**src/rtl/main_fsm_if.sv**
```systemverilog
// rtl/main_fsm_if.sv - control bundle between the main FSM and the multicycle datapath
//
// Purpose: groups the opcode input and every datapath control output of the
// main control FSM so the FSM and the datapath connect through one port.
//
// Signals:
//   op         7  opcode, instr[6:0], from the instruction register
//   Branch     1  branch-compare cycle (ANDed with Zero outside)
//   PCUpdate   1  unconditional PC write
//   RegWrite   1  register file write enable
//   MemWrite   1  data memory write enable
//   IRWrite    1  instruction register / OldPC load
//   ResultSrc  2  00 ALUOut, 01 Data, 10 ALUResult
//   ALUSrcA    2  00 PC, 01 OldPC, 10 rd1
//   ALUSrcB    2  00 rd2, 01 ImmExt, 10 constant 4
//   AdrSrc     1  memory address select: 0 PC, 1 Result
//   ALUOp      2  00 add, 01 subtract, 10 decode funct fields
//   InstrDone  1  pulse in the last state of each instruction
//   Illegal    1  sticky unsupported-opcode flag
//   State      4  current state encoding
//
// Modports: master = datapath side (drives op), slave = FSM side.
interface main_fsm_if;
    logic [6:0] op;
    logic       Branch;
    logic       PCUpdate;
    logic       RegWrite;
    logic       MemWrite;
    logic       IRWrite;
    logic [1:0] ResultSrc;
    logic [1:0] ALUSrcA;
    logic [1:0] ALUSrcB;
    logic       AdrSrc;
    logic [1:0] ALUOp;
    logic       InstrDone;
    logic       Illegal;
    logic [3:0] State;

    modport master (
        output op,
        input  Branch, PCUpdate, RegWrite, MemWrite, IRWrite, ResultSrc,
               ALUSrcA, ALUSrcB, AdrSrc, ALUOp, InstrDone, Illegal, State
    );

    modport slave (
        input  op,
        output Branch, PCUpdate, RegWrite, MemWrite, IRWrite, ResultSrc,
               ALUSrcA, ALUSrcB, AdrSrc, ALUOp, InstrDone, Illegal, State
    );
endinterface

```
**src/rtl/main_fsm.sv**
```systemverilog
// rtl/main_fsm.sv - multicycle RISC-V main control FSM
//
// Purpose: sequences each instruction through fetch, decode, execute, memory
// and writeback, driving datapath enables, mux selects and the 2-bit ALUOp
// consumed by the ALU decoder. Moore machine: outputs depend on state only.
//
// Parameters:
//   ILLEGAL_HALT  0: unsupported opcode in Decode returns to Fetch
//                 1: unsupported opcode in Decode parks in Halt until reset
//
// Ports:
//   clk    in   system clock, rising edge
//   reset  in   asynchronous active-high; forces Fetch and clears Illegal
//   bus    slave modport of main_fsm_if (op in, all controls out)
module main_fsm #(
    parameter bit ILLEGAL_HALT = 1'b0
) (
    input  logic       clk,
    input  logic       reset,
    main_fsm_if.slave  bus
);

    typedef enum logic [3:0] {
        S_FETCH    = 4'd0,
        S_DECODE   = 4'd1,
        S_MEMADR   = 4'd2,
        S_MEMREAD  = 4'd3,
        S_MEMWB    = 4'd4,
        S_MEMWRITE = 4'd5,
        S_EXECR    = 4'd6,
        S_ALUWB    = 4'd7,
        S_EXECI    = 4'd8,
        S_JAL      = 4'd9,
        S_BEQ      = 4'd10,
        S_HALT     = 4'd11
    } state_t;

    localparam logic [6:0] OP_LW   = 7'b0000011;
    localparam logic [6:0] OP_SW   = 7'b0100011;
    localparam logic [6:0] OP_R    = 7'b0110011;
    localparam logic [6:0] OP_I    = 7'b0010011;
    localparam logic [6:0] OP_JAL  = 7'b1101111;
    localparam logic [6:0] OP_BEQ  = 7'b1100011;

    typedef struct packed {
        logic       branch;
        logic       pc_update;
        logic       reg_write;
        logic       mem_write;
        logic       ir_write;
        logic [1:0] result_src;
        logic [1:0] alu_src_a;
        logic [1:0] alu_src_b;
        logic       adr_src;
        logic [1:0] alu_op;
        logic       instr_done;
    } ctrl_t;

    state_t state_q, state_d;
    logic   illegal_q, illegal_d;
    ctrl_t  ctrl_q;

    // Control word for a given state; anything not set stays 0 (Halt included).
    function automatic ctrl_t ctrl_for(state_t s);
        ctrl_t c;
        c = '0;
        case (s)
            S_FETCH: begin
                c.ir_write   = 1'b1;
                c.pc_update  = 1'b1;
                c.alu_src_b  = 2'b10;
                c.result_src = 2'b10;
            end
            S_DECODE: begin
                c.alu_src_a = 2'b01;
                c.alu_src_b = 2'b01;
            end
            S_MEMADR: begin
                c.alu_src_a = 2'b10;
                c.alu_src_b = 2'b01;
            end
            S_MEMREAD: begin
                c.adr_src = 1'b1;
            end
            S_MEMWB: begin
                c.result_src = 2'b01;
                c.reg_write  = 1'b1;
                c.instr_done = 1'b1;
            end
            S_MEMWRITE: begin
                c.adr_src    = 1'b1;
                c.mem_write  = 1'b1;
                c.instr_done = 1'b1;
            end
            S_EXECR: begin
                c.alu_src_a = 2'b10;
                c.alu_op    = 2'b10;
            end
            S_ALUWB: begin
                c.reg_write  = 1'b1;
                c.instr_done = 1'b1;
            end
            S_EXECI: begin
                c.alu_src_a = 2'b10;
                c.alu_src_b = 2'b01;
                c.alu_op    = 2'b10;
            end
            S_JAL: begin
                c.alu_src_a = 2'b01;
                c.alu_src_b = 2'b10;
                c.pc_update = 1'b1;
            end
            S_BEQ: begin
                c.alu_src_a  = 2'b10;
                c.alu_op     = 2'b01;
                c.branch     = 1'b1;
                c.instr_done = 1'b1;
            end
            default: ;
        endcase
        return c;
    endfunction

    always_comb begin
        state_d   = S_FETCH;
        illegal_d = illegal_q;
        case (state_q)
            S_FETCH:  state_d = S_DECODE;
            S_DECODE: begin
                case (bus.op)
                    OP_LW, OP_SW: state_d = S_MEMADR;
                    OP_R:         state_d = S_EXECR;
                    OP_I:         state_d = S_EXECI;
                    OP_JAL:       state_d = S_JAL;
                    OP_BEQ:       state_d = S_BEQ;
                    default: begin
                        illegal_d = 1'b1;
                        state_d   = ILLEGAL_HALT ? S_HALT : S_FETCH;
                    end
                endcase
            end
            S_MEMADR: begin
                if (bus.op == OP_LW)
                    state_d = S_MEMREAD;
                else if (bus.op == OP_SW)
                    state_d = S_MEMWRITE;
                else
                    state_d = S_FETCH;
            end
            S_MEMREAD: state_d = S_MEMWB;
            S_EXECR:   state_d = S_ALUWB;
            S_EXECI:   state_d = S_ALUWB;
            S_JAL:     state_d = S_ALUWB;
            S_HALT:    state_d = S_HALT;
            // MemWB, MemWrite, ALUWB, BEQ and unreachable encodings go to Fetch.
            default:   state_d = S_FETCH;
        endcase
    end

    // Outputs are registered alongside the state by decoding the next state,
    // so they stay a pure function of State with no output glitches.
    always_ff @(posedge clk or posedge reset) begin
        if (reset) begin
            state_q   <= S_FETCH;
            illegal_q <= 1'b0;
            ctrl_q    <= ctrl_for(S_FETCH);
        end else begin
            state_q   <= state_d;
            illegal_q <= illegal_d;
            ctrl_q    <= ctrl_for(state_d);
        end
    end

    assign bus.Branch    = ctrl_q.branch;
    assign bus.PCUpdate  = ctrl_q.pc_update;
    assign bus.RegWrite  = ctrl_q.reg_write;
    assign bus.MemWrite  = ctrl_q.mem_write;
    assign bus.IRWrite   = ctrl_q.ir_write;
    assign bus.ResultSrc = ctrl_q.result_src;
    assign bus.ALUSrcA   = ctrl_q.alu_src_a;
    assign bus.ALUSrcB   = ctrl_q.alu_src_b;
    assign bus.AdrSrc    = ctrl_q.adr_src;
    assign bus.ALUOp     = ctrl_q.alu_op;
    assign bus.InstrDone = ctrl_q.instr_done;
    assign bus.Illegal   = illegal_q;
    assign bus.State     = state_q;

endmodule

```
**src/flat_wrapper.sv**
```systemverilog
// flat-port wrapper written by rule: the top's interface ports become plain ports
module main_fsm_flat 
#(
    parameter bit ILLEGAL_HALT = 1'b0
)
  (clk, reset, bus_op, bus_Branch, bus_PCUpdate, bus_RegWrite, bus_MemWrite, bus_IRWrite, bus_ResultSrc, bus_ALUSrcA, bus_ALUSrcB, bus_AdrSrc, bus_ALUOp, bus_InstrDone, bus_Illegal, bus_State);
  main_fsm_if bus_i ();
  input  logic clk;
  input  logic reset;
  input wire logic [$bits(bus_i.op)-1:0] bus_op;
  output wire logic [$bits(bus_i.Branch)-1:0] bus_Branch;
  output wire logic [$bits(bus_i.PCUpdate)-1:0] bus_PCUpdate;
  output wire logic [$bits(bus_i.RegWrite)-1:0] bus_RegWrite;
  output wire logic [$bits(bus_i.MemWrite)-1:0] bus_MemWrite;
  output wire logic [$bits(bus_i.IRWrite)-1:0] bus_IRWrite;
  output wire logic [$bits(bus_i.ResultSrc)-1:0] bus_ResultSrc;
  output wire logic [$bits(bus_i.ALUSrcA)-1:0] bus_ALUSrcA;
  output wire logic [$bits(bus_i.ALUSrcB)-1:0] bus_ALUSrcB;
  output wire logic [$bits(bus_i.AdrSrc)-1:0] bus_AdrSrc;
  output wire logic [$bits(bus_i.ALUOp)-1:0] bus_ALUOp;
  output wire logic [$bits(bus_i.InstrDone)-1:0] bus_InstrDone;
  output wire logic [$bits(bus_i.Illegal)-1:0] bus_Illegal;
  output wire logic [$bits(bus_i.State)-1:0] bus_State;
  assign bus_i.op = bus_op;
  assign bus_Branch = bus_i.Branch;
  assign bus_PCUpdate = bus_i.PCUpdate;
  assign bus_RegWrite = bus_i.RegWrite;
  assign bus_MemWrite = bus_i.MemWrite;
  assign bus_IRWrite = bus_i.IRWrite;
  assign bus_ResultSrc = bus_i.ResultSrc;
  assign bus_ALUSrcA = bus_i.ALUSrcA;
  assign bus_ALUSrcB = bus_i.ALUSrcB;
  assign bus_AdrSrc = bus_i.AdrSrc;
  assign bus_ALUOp = bus_i.ALUOp;
  assign bus_InstrDone = bus_i.InstrDone;
  assign bus_Illegal = bus_i.Illegal;
  assign bus_State = bus_i.State;
  main_fsm #(.ILLEGAL_HALT(ILLEGAL_HALT)) u_core (.clk(clk), .reset(reset), .bus(bus_i));
endmodule
```
**config.mk**
```make
export PLATFORM = sky130hd
export DESIGN_NAME = main_fsm_flat
export DESIGN_NICKNAME = d
export VERILOG_FILES = /design/src/rtl/main_fsm_if.sv /design/src/rtl/main_fsm.sv /design/src/flat_wrapper.sv
export SDC_FILE = /design/constraint.sdc
export NUM_CORES = 1
export LEC_CHECK = 0
export BUFFER_PORTS_ARGS = -buffer_cell sky130_fd_sc_hd__buf_2
export CORE_MARGIN = 2
export CORE_UTILIZATION = 40
export DETAILED_ROUTE_END_ITERATION = 12
export HOLD_SLACK_MARGIN = 0.15
export PLACE_DENSITY = 0.63
export SYNTH_ARGS = -nofsm -noshare
export SYNTH_HDL_FRONTEND = slang
export SYNTH_SLANG_ARGS = --single-unit
```
**constraint.sdc**
```tcl
create_clock -name clk -period 2.5 [get_ports clk]
set_input_delay 0 -clock clk [delete_from_list [all_inputs] [get_ports clk]]
set_output_delay 0 -clock clk [all_outputs]
set_load 0.05 [all_outputs]
```
==> results.md, run 1 <==
* First-pass GRT wire length at 3030 µm
* Clk pwr share at 15.5%
* Worst min path class: input pin to flop
* Crit-path max FO at 10
* Nets at 130
* Chip width at 51.5 µm
* Post-Syn Area at 902 µm²
* Antenna Nets Post-Route at 0
* Synth Area in Compound Gates at 11.2%
* Synthesized Nets at 94
* Post-synthesis adder-cell area fraction at 1.11%
* Critical Path Slowest Stage Cell: or4b_1
* #FFs+latches synth at 18
* Post-cts resize count at 0
* Pre-antenna DRT Iters at 4
* Comb power frac at 49.3%
* Main synth FF type: dfrtp_1
* FP Rows at 17
* Clock latency on the worst-skew pair at 0.29 ns
* Fin Setup TNS at 0 ns
* Setup Crit Path Kind: flop to flop
* Via count at 745
* Met3 routed WL at 98 µm
* CP Launch Type: flop
* Crit-path cells: or4b_1, nor4_1, and2_1, dlygate4sd3_1
* Post-Synth XOR/XNOR Area at 1.94%
* Yosys warning count at 0
* Routed WL at 1820 µm
* Vias in the first global route at 677
* DRC Markers at 0
* Place WS at 0.412 ns
* Max layer used: met4
* Ys async rst share at 100%
* Total gr overflow at 0
* Period utilization at 87.6%
* Main combinational cell family by area after synthesis: simple AND/OR/NAND/NOR gates
* Max stage delay on crit path at 0.54 ns
* Req. time, crit path at 2.73 ns
* Cell Int Power at 616 µW
* Avg Inst Size Synth at 10.6 µm²
* EDFF count, synth at 0
* Wirelength per Cell at 12.3 µm
* Minimum clock period at 2.19 ns
* Largest net degree at the start of global routing at 19
* Minimum hold slack at 0.226 ns
* Peak VDD IR at 0.000428 V
* Fillers at 213
* Cts bufs inserted at 3
* Critical path buffer and inverter count at 1
* Status: finished clean
* Diodes inserted at 0
* Unique masters post-synth at 41
* Layout cells sized above 1 at 38.3%
* Post-synthesis mux area share at 0%
* Syn Inst Count at 85
* Final setup viols at 0
* DR iter-0 viols at 19
* Leakage at 0.585 nW
* DP HPWL at 1350 µm
* Die Span Y at 51.5 µm
* Die Area at 0.00265 mm²
* Sequential power share at 35.2%
* Max Cap Viol at 0
* Layout area overhead at 28.6%
* Critical Path End Type: flop
* Sw Pwr at 498 µW
* Core Util, Final at 53.5%
* Power Density at 960 mW/mm²
* Seq/Total Area, Yosys at 50.3%
* Clock buffer depth at 2
* Met1 WL at 814 µm
* Routed vias/inst at 5.03
* Simple-gate area share of the yosys netlist at 28.2%
* Worst Path Arrival at 2.42 ns
* GRT Util Overall at 15.7%
* Io pins at 29
* Number of post-CTS setup repair buffers at 0
* H-tree levels at 1
* Final Wtd Congestion at 0.802
* CTS clk-pin slew, worst paths at 0.10 ns
* Number of port buffers at 28
* Met2 WL at 891 µm
* CTS Sinks at 18
* Worst slew pin tran at 0.639 ns
* Total Power at 1.11 mW
* Net Sw Frac at 44.7%
* Rel. slew slack at 57.3%
* Initial cell density of the core at 41.6%
* Most common cell after layout, fill and taps aside: buf_2
* Fmax at 457 MHz
* RSZ-0062 raised after global routing: false
* TritonCTS clock tree: yes
* Setup ws final at 0.311 ns
* Commonest cells after routing, fill and taps aside: buf_2 (28), dfrtp_1 (15), dlygate4sd3_1 (8)
* CP delay by family, top: simple AND/OR/NAND/NOR gates
* Final hold violation count at 0
* Core area at 0.00217 mm²
* Initial antenna violation count at 0
* Final count of pins violating max slew at 0
* Clk root buf: clkbuf_4
* Layout Skew at 0.00589 ns
[final cells by class]
cell class              count  area [µm²]  share of cell area, %
clock buffers               4        36.3                   3.13
inverters                   5        23.8                   2.05
multi-input cells          56         383                   33.0
flip-flops and latches     18         454                   39.2
well taps                  28        35.0                   3.02
repair buffers             37         228                   19.6
[registers in the layout, indices dropped and copies added, names as in the netlist]
register / flops
u_core.bus.IRWrite: 1
u_core.bus.Branch: 1
u_core.bus.ALUSrcB: 2
u_core.bus.InstrDone: 1
u_core.bus.ResultSrc: 1
u_core.bus.PCUpdate: 1
u_core.bus.RegWrite: 1
u_core.bus.ALUOp: 1
u_core.bus.ALUSrcA: 2
u_core.bus.State: 4
u_core.bus.MemWrite: 1
u_core.bus.AdrSrc: 1
u_core.bus.Illegal: 1
[metrics by stage]
stage / std cells / area [µm²]
5_1_grt: 148 / 1160
2_1_floorplan: 85 / 902
3_3_place_gp: 136 / 1040
4_1_cts: 148 / 1160
3_5_place_dp: 136 / 1040
6_report: 148 / 1160
[worst register-to-register path, stage by stage, from the launching register on]
cell	delay, ns
dfrtp_1	0.50
or4b_1	0.55
nor4_1	0.34
and2_1	0.20
dlygate4sd3_1	0.54
[synthesized netlist by cell type (2+ instances only)]
| master | n | share of area, % |
|---|---|---|
| dfstp_2 | 3 | 8.7 |
| dfrtp_1 | 15 | 42 |
| or4b_1 | 2 | 2.2 |
| o31a_1 | 2 | 1.9 |
| inv_1 | 4 | 1.7 |
| nor3_1 | 2 | 1.1 |
| nand2b_1 | 4 | 2.8 |
| buf_4 | 2 | 1.7 |
| nand2_1 | 5 | 2.1 |
| or2_2 | 2 | 1.4 |
| a21oi_1 | 2 | 1.1 |
| nor2_1 | 6 | 2.5 |
| buf_2 | 3 | 1.7 |
| or4_4 | 2 | 2.5 |
| o21ai_0 | 2 | 1.1 |
| or3_1 | 4 | 2.8 |
[power by group through the flow]
stage | Combinational, mW | Sequential, mW | Clock [mW]
2_1_floorplan | 0.238 | 0.609 | 0
3_3_place_gp | 0.547 | 0.399 | 0
3_5_place_dp | 0.545 | 0.398 | 0
4_1_cts | 0.553 | 0.393 | 0.181
5_1_grt | 0.583 | 0.400 | 0.200
6_report | 0.549 | 0.393 | 0.172
[logic make-up after synthesis]
group / after synthesis
adders and majority gates: 1
and+or+nand+nor: 39
xor gates and xnor gates: 2
AOI/OAI and AO/OA: 14
buffers and inverters: 11
DFF: 18
[routing by layer]
layer	up-vias	track usage [%]
li1	367	-
met1	341	20.3
met2	35	25.2
met3	2	1.72
met4	0	9.21
met5	-	0
[timing repair]
item | in CTS | in global routing
hold buffers | 8 | 0
endpoints found under the hold margin | 20 | 0
endpoints found under the setup margin | 0 | 0
[worst paths after layout]
path                       cells past startpoint               endpoint  slack (ns)           startpoint
max reg2reg                                    4    u_core.bus.MemWrite        0.31  u_core.bus.State[3]
max                                            4    u_core.bus.MemWrite        0.31  u_core.bus.State[3]
min reg2reg                                    1     u_core.bus.Illegal        0.47   u_core.bus.Illegal
min                                            4  u_core.bus.ALUSrcA[0]        0.23            bus_op[1]
min in group asynchronous                      3     u_core.bus.Illegal        0.34                reset
max in group asynchronous                      3      u_core.bus.AdrSrc        1.75                reset
(Power assumes the default switching activity.)
==> inputs of run 2 (changes only) <==
--- a/config.mk
+++ b/config.mk
@@ -10,6 +10,7 @@
 export CORE_UTILIZATION = 40
 export DETAILED_ROUTE_END_ITERATION = 12
 export HOLD_SLACK_MARGIN = 0.15
+export MAX_ROUTING_LAYER = met4
 export PLACE_DENSITY = 0.63
 export SYNTH_ARGS = -nofsm -noshare
 export SYNTH_HDL_FRONTEND = slang
==> run 2 against run 1 <==
Non-clock buffer count stayed put. Worst setup slack better by 0.0088 ns. Count of clock-buffer cells in the layout stayed put. Critical path depth is the same. Worst hold slack got worse by 0.0031 ns. Die area did not move. Final area is the same. Clock power barely moved. Combinational power hardly changed. Critical endpoint unchanged. Largest power group unchanged. Highest routed layer unchanged.
==> results.md, run 2 (synthesis gave the netlist of run 1 again) <==
* Commonest cells after routing, fill and taps aside: buf_2 (28), dfrtp_1 (15), dlygate4sd3_1 (8)
* Nets at 130
* Layout area overhead at 28.6%
* Setup ws final at 0.320 ns
* DR iter-0 viols at 18
* Fmax at 459 MHz
* Minimum clock period at 2.18 ns
* Layout Skew at 0.00592 ns
* RSZ-0062 raised after global routing: false
* H-tree levels at 1
* GRT Util Overall at 16.1%
* Die Area at 0.00265 mm²
* Layout cells sized above 1 at 38.3%
* Final count of pins violating max slew at 0
* Most common cell after layout, fill and taps aside: buf_2
* Largest net degree at the start of global routing at 19
* Wirelength per Cell at 12.4 µm
* Initial cell density of the core at 41.6%
* Final Wtd Congestion at 0.814
* Io pins at 29
* Max reg flops at 4
* DP HPWL at 1350 µm
* Antenna Nets Post-Route at 0
* Worst slew pin tran at 0.639 ns
* Minimum hold slack at 0.223 ns
* Setup Crit Path Kind: flop to flop
* Final setup viols at 0
* Crit-path max FO at 10
* Status: finished clean
* TritonCTS clock tree: yes
* Period utilization at 87.2%
* Leakage at 0.585 nW
* Routed WL at 1830 µm
* Total Power at 1.12 mW
* Diodes inserted at 0
* Critical Path End Type: flop
* Number of port buffers at 28
* Total gr overflow at 0
* Routed vias/inst at 4.95
* Cts bufs inserted at 3
* Core Util, Final at 53.5%
* Req. time, crit path at 2.73 ns
* Clk root buf: clkbuf_4
* Final hold violation count at 0
* Pre-antenna DRT Iters at 4
* Fin Setup TNS at 0 ns
* Worst Path Arrival at 2.41 ns
* Vias in the first global route at 676
* Core area at 0.00217 mm²
* Power Density at 962 mW/mm²
* Via count at 733
* Clock buffer depth at 2
* DRC Markers at 0
* Max Cap Viol at 0
* Worst min path class: input pin to flop
* Initial antenna violation count at 0
* Rel. slew slack at 57.3%
* Chip width at 51.5 µm
* Number of post-CTS setup repair buffers at 0
* CP Launch Type: flop
* Clock latency on the worst-skew pair at 0.29 ns
* CTS Sinks at 18
* Die Span Y at 51.5 µm
* Peak VDD IR at 0.000428 V
* First-pass GRT wire length at 3030 µm
* CTS clk-pin slew, worst paths at 0.10 ns
* Place WS at 0.412 ns
* FP Rows at 17
[run 2: cell counts in the layout (fill, tap and decap cells not counted)]
Identical to the previous run, type by type.
[run 2: area by class of cell]
cell class / instances / area [µm²]
fill: 213 / 1010
sequential: 18 / 454
inverter: 5 / 23.8
tap: 28 / 35.0
timing repair buffer: 37 / 228
multi-input combinational: 56 / 383
clock buffer: 4 / 36.3
[run 2: per-stage QoR]
step / cell area (µm²) / instances
final: 1160 / 148
after global routing: 1160 / 148
after CTS: 1160 / 148
after detailed placement: 1040 / 136
after global placement: 1040 / 136
after floorplan: 902 / 85
[run 2: worst max-delay path, cell delays in order, from the launching register on]
cell and delay [ns]:
dfrtp_1 0.50, or4b_1 0.54, nor4_1 0.33, and2_1 0.20, dlygate4sd3_1 0.54
[run 2: layer usage]
metal	vias up	GRT usage [%]	part of all wire, %
met2	21	25.2	47
li1	367	-	-
met4	0	9.21	2.2
met1	341	20.3	47
met5	-	-	0
met3	4	1.72	3.8
[run 2: power breakdown]
| part | internal [mW] | switching, mW |
|---|---|---|
| Combinational | 0.161 | 0.388 |
| Sequential | 0.366 | 0.0261 |
| Clock | 0.0888 | 0.0850 |
[run 2: path summary, 6_finish.rpt]
check | start | end | slack, ns | cells past startpoint
min in group asynchronous | reset | u_core.bus.Illegal | 0.33 | 3
worst min-delay path | bus_op[1] | u_core.bus.ALUSrcA[0] | 0.22 | 4
worst max-delay path | u_core.bus.State[3] | u_core.bus.MemWrite | 0.32 | 4
worst min register to register | u_core.bus.Illegal | u_core.bus.Illegal | 0.47 | 1
worst max register to register | u_core.bus.State[3] | u_core.bus.MemWrite | 0.32 | 4
max in group asynchronous | reset | u_core.bus.AdrSrc | 1.75 | 3
[run 2: what timing repair did]
action,CTS,global route
gates resized for setup,0,0
hold buffers,8,0
endpoints found under the hold margin,20,0
==> inputs of run 3 (changes only) <==
--- a/config.mk
+++ b/config.mk
@@ -12,6 +12,7 @@
 export HOLD_SLACK_MARGIN = 0.15
 export MAX_ROUTING_LAYER = met4
 export PLACE_DENSITY = 0.63
+export SETUP_SLACK_MARGIN = 0.5
 export SYNTH_ARGS = -nofsm -noshare
 export SYNTH_HDL_FRONTEND = slang
 export SYNTH_SLANG_ARGS = --single-unit
==> run 3 against run 2 <==
Final cell count grew 3.4%. Critical endpoint is now u_core.bus.ALUSrcB[1]. First-iteration DRC count shrank 33%. Highest routed layer unchanged. Clock power shrank 13%. Routed wire length grew 8.4%.
==> results.md, run 3 (synthesis gave the netlist of run 1 again) <==
* Final Cell Area at 0.00121 mm²
* Core area at 0.00217 mm²
* First-pass GRT wire length at 3270 µm
* Final setup viols at 0
* Most common cell after layout, fill and taps aside: buf_2
* Clk pwr share at 12.7%
* Comb power frac at 53.7%
* RSZ-0062 raised after global routing: true
* Minimum hold slack at 0.191 ns
* Routed vias/inst at 5.13
* Worst r2r src: u_core.bus.State[3]
* Sw Pwr at 532 µW
* Clock latency on the worst-skew pair at 0.30 ns
* Clock buffer depth at 2
* Routed WL at 1990 µm
* Power Density at 976 mW/mm²
* Rel. slew slack at 56.6%
* Max Cap Viol at 0
* CP Launch Type: flop
* Setup ws final at 0.530 ns
* Critical Path Slowest Stage Cell: or4b_4
* Cell Int Power at 652 µW
* Period utilization at 78.8%
* Worst Setup SP: u_core.bus.State[3]
* Antenna Nets Post-Route at 0
* Pre-antenna DRT Iters at 4
* Chip width at 51.5 µm
* Fmax at 508 MHz
* Net Sw Frac at 45.0%
* Layout cells sized above 1 at 48.8%
* Wirelength per Cell at 13.0 µm
* Final Wtd Congestion at 0.829
* Layout Skew at 0.00681 ns
* Crit-path cells: or4b_4, or4b_1, and3_4, clkinv_4, or4_4, a21oi_2
* Fin Setup TNS at 0 ns
* Number of port buffers at 28
* Worst slew pin tran at 0.651 ns
* Place WS at 0.445 ns
* Final count of pins violating max slew at 0
* Diodes inserted at 0
* Total Power at 1.18 mW
* RR Endpoint: u_core.bus.ALUSrcB[1]
* Initial cell density of the core at 41.6%
* TritonCTS clock tree: yes
* Peak VDD IR at 0.000625 V
* H-tree levels at 1
* CTS Sinks at 18
* Placed instance area at 0.00104 mm²
* FP Rows at 17
* DR iter-0 viols at 12
* Sequential power share at 33.6%
* Total gr overflow at 0
* CTS clk-pin slew, worst paths at 0.10 ns
* Fillers at 206
* Worst Path Arrival at 2.20 ns
* DP HPWL at 1340 µm
* Max stage delay on crit path at 0.56 ns
* Clk root buf: clkbuf_4
* GRT Util Overall at 17.1%
* Initial antenna violation count at 0
* Layout area overhead at 34.5%
* Worst min path class: input pin to flop
* Minimum clock period at 1.97 ns
* Reg2Reg Depth at 6
* Largest net degree at the start of global routing at 19
* Max reg flops at 4
* Cts bufs inserted at 3
* Status: finished clean
* Die Area at 0.00265 mm²
* Vias in the first global route at 733
* Nets at 135
* Die Span Y at 51.5 µm
* Io pins at 29
* Commonest cells after routing, fill and taps aside: buf_2 (28), dfrtp_1 (11), buf_4 (9)
* DRC Markers at 0
* Critical Path End Type: flop
* Final hold violation count at 0
* Req. time, crit path at 2.73 ns
* Leakage at 0.608 nW
* Flop2flop setup slack at 0.53 ns
* Setup Crit Path Kind: flop to flop
* Via count at 785
* Crit-path max FO at 4
* Setup crit end: u_core.bus.ALUSrcB[1]
## run 3: changes by cell type in the layout (fill, tap and decap cells not counted), moves of 2 or more
cell and delta:
a21oi_1 -2, buf_4 +8, dfrtp_1 -4, dlygate4sd3_1 -3, dfrtp_2 +4, a21oi_2 +2
## run 3: layer usage
metal | part of all wire (%) | GRT usage (%)
met3 | 4.4 | 1.72
met2 | 48 | 26.5
met1 | 45 | 22.8
met5 | 0 | -
met4 | 2.3 | 7.89
## run 3: worst min-delay path by stage
stage / start / end / slack, ns / depth (start not counted)
6_report: bus_op[3] / u_core.bus.ALUSrcA[0] / 0.19 / 4
5_1_grt: bus_op[0] / u_core.bus.AdrSrc / 0.25 / 3
4_1_cts: bus_op[1] / u_core.bus.ALUSrcA[0] / 0.20 / 4
3_5_place_dp: reset / u_core.bus.Illegal / 0.12 / 2
3_3_place_gp: reset / u_core.bus.Illegal / 0.11 / 2
2_1_floorplan: reset / u_core.bus.ALUOp[1] / -0.06 / 1
## run 3: stage by stage
| step | std cells | util, % |
|---|---|---|
| 6_report | 153 | 55.9 |
| 5_1_grt | 153 | 55.9 |
| 4_1_cts | 154 | 55.4 |
| 3_5_place_dp | 135 | 48.0 |
| 3_3_place_gp | 135 | 48.0 |
| 2_1_floorplan | 85 | - |
## run 3: what timing repair did
item | CTS | global route
setup endpoints to repair | 5 | 5
endpoints found under the hold margin | 20 | 0
setup buffers | 9 | 0
resized for setup | 2 | 4
hold buffers | 6 | 0
pin swaps | 3 | 6
gates cloned | 0 | 0
## run 3: layout make-up
type	count	area [µm²]	share of cell area, %
inverters	5	23.8	1.96
well taps	28	35.0	2.89
flip-flops and latches	18	459	37.8
clock buffers	4	26.3	2.16
repair buffers	42	258	21.2
multi-input cells	56	412	33.9
## run 3: worst max-delay path, delay by kind of cell (launching register included)
kind	cells	cell delay, ns
AND/OR/NAND/NOR	4	1.38
flip-flops	1	0.42
buffers and inverters	1	0.06
AO/OA/AOI/OAI	1	0.05
## run 3: power by group through the flow
stage | clock, mW | sequential [mW] | combinational (mW)
floorplan | 0 | 0.613 | 0.247
finish | 0.151 | 0.398 | 0.636
global placement | 0 | 0.420 | 0.513
CTS | 0.151 | 0.397 | 0.619
global route | 0.164 | 0.404 | 0.678
detailed placement | 0 | 0.422 | 0.515
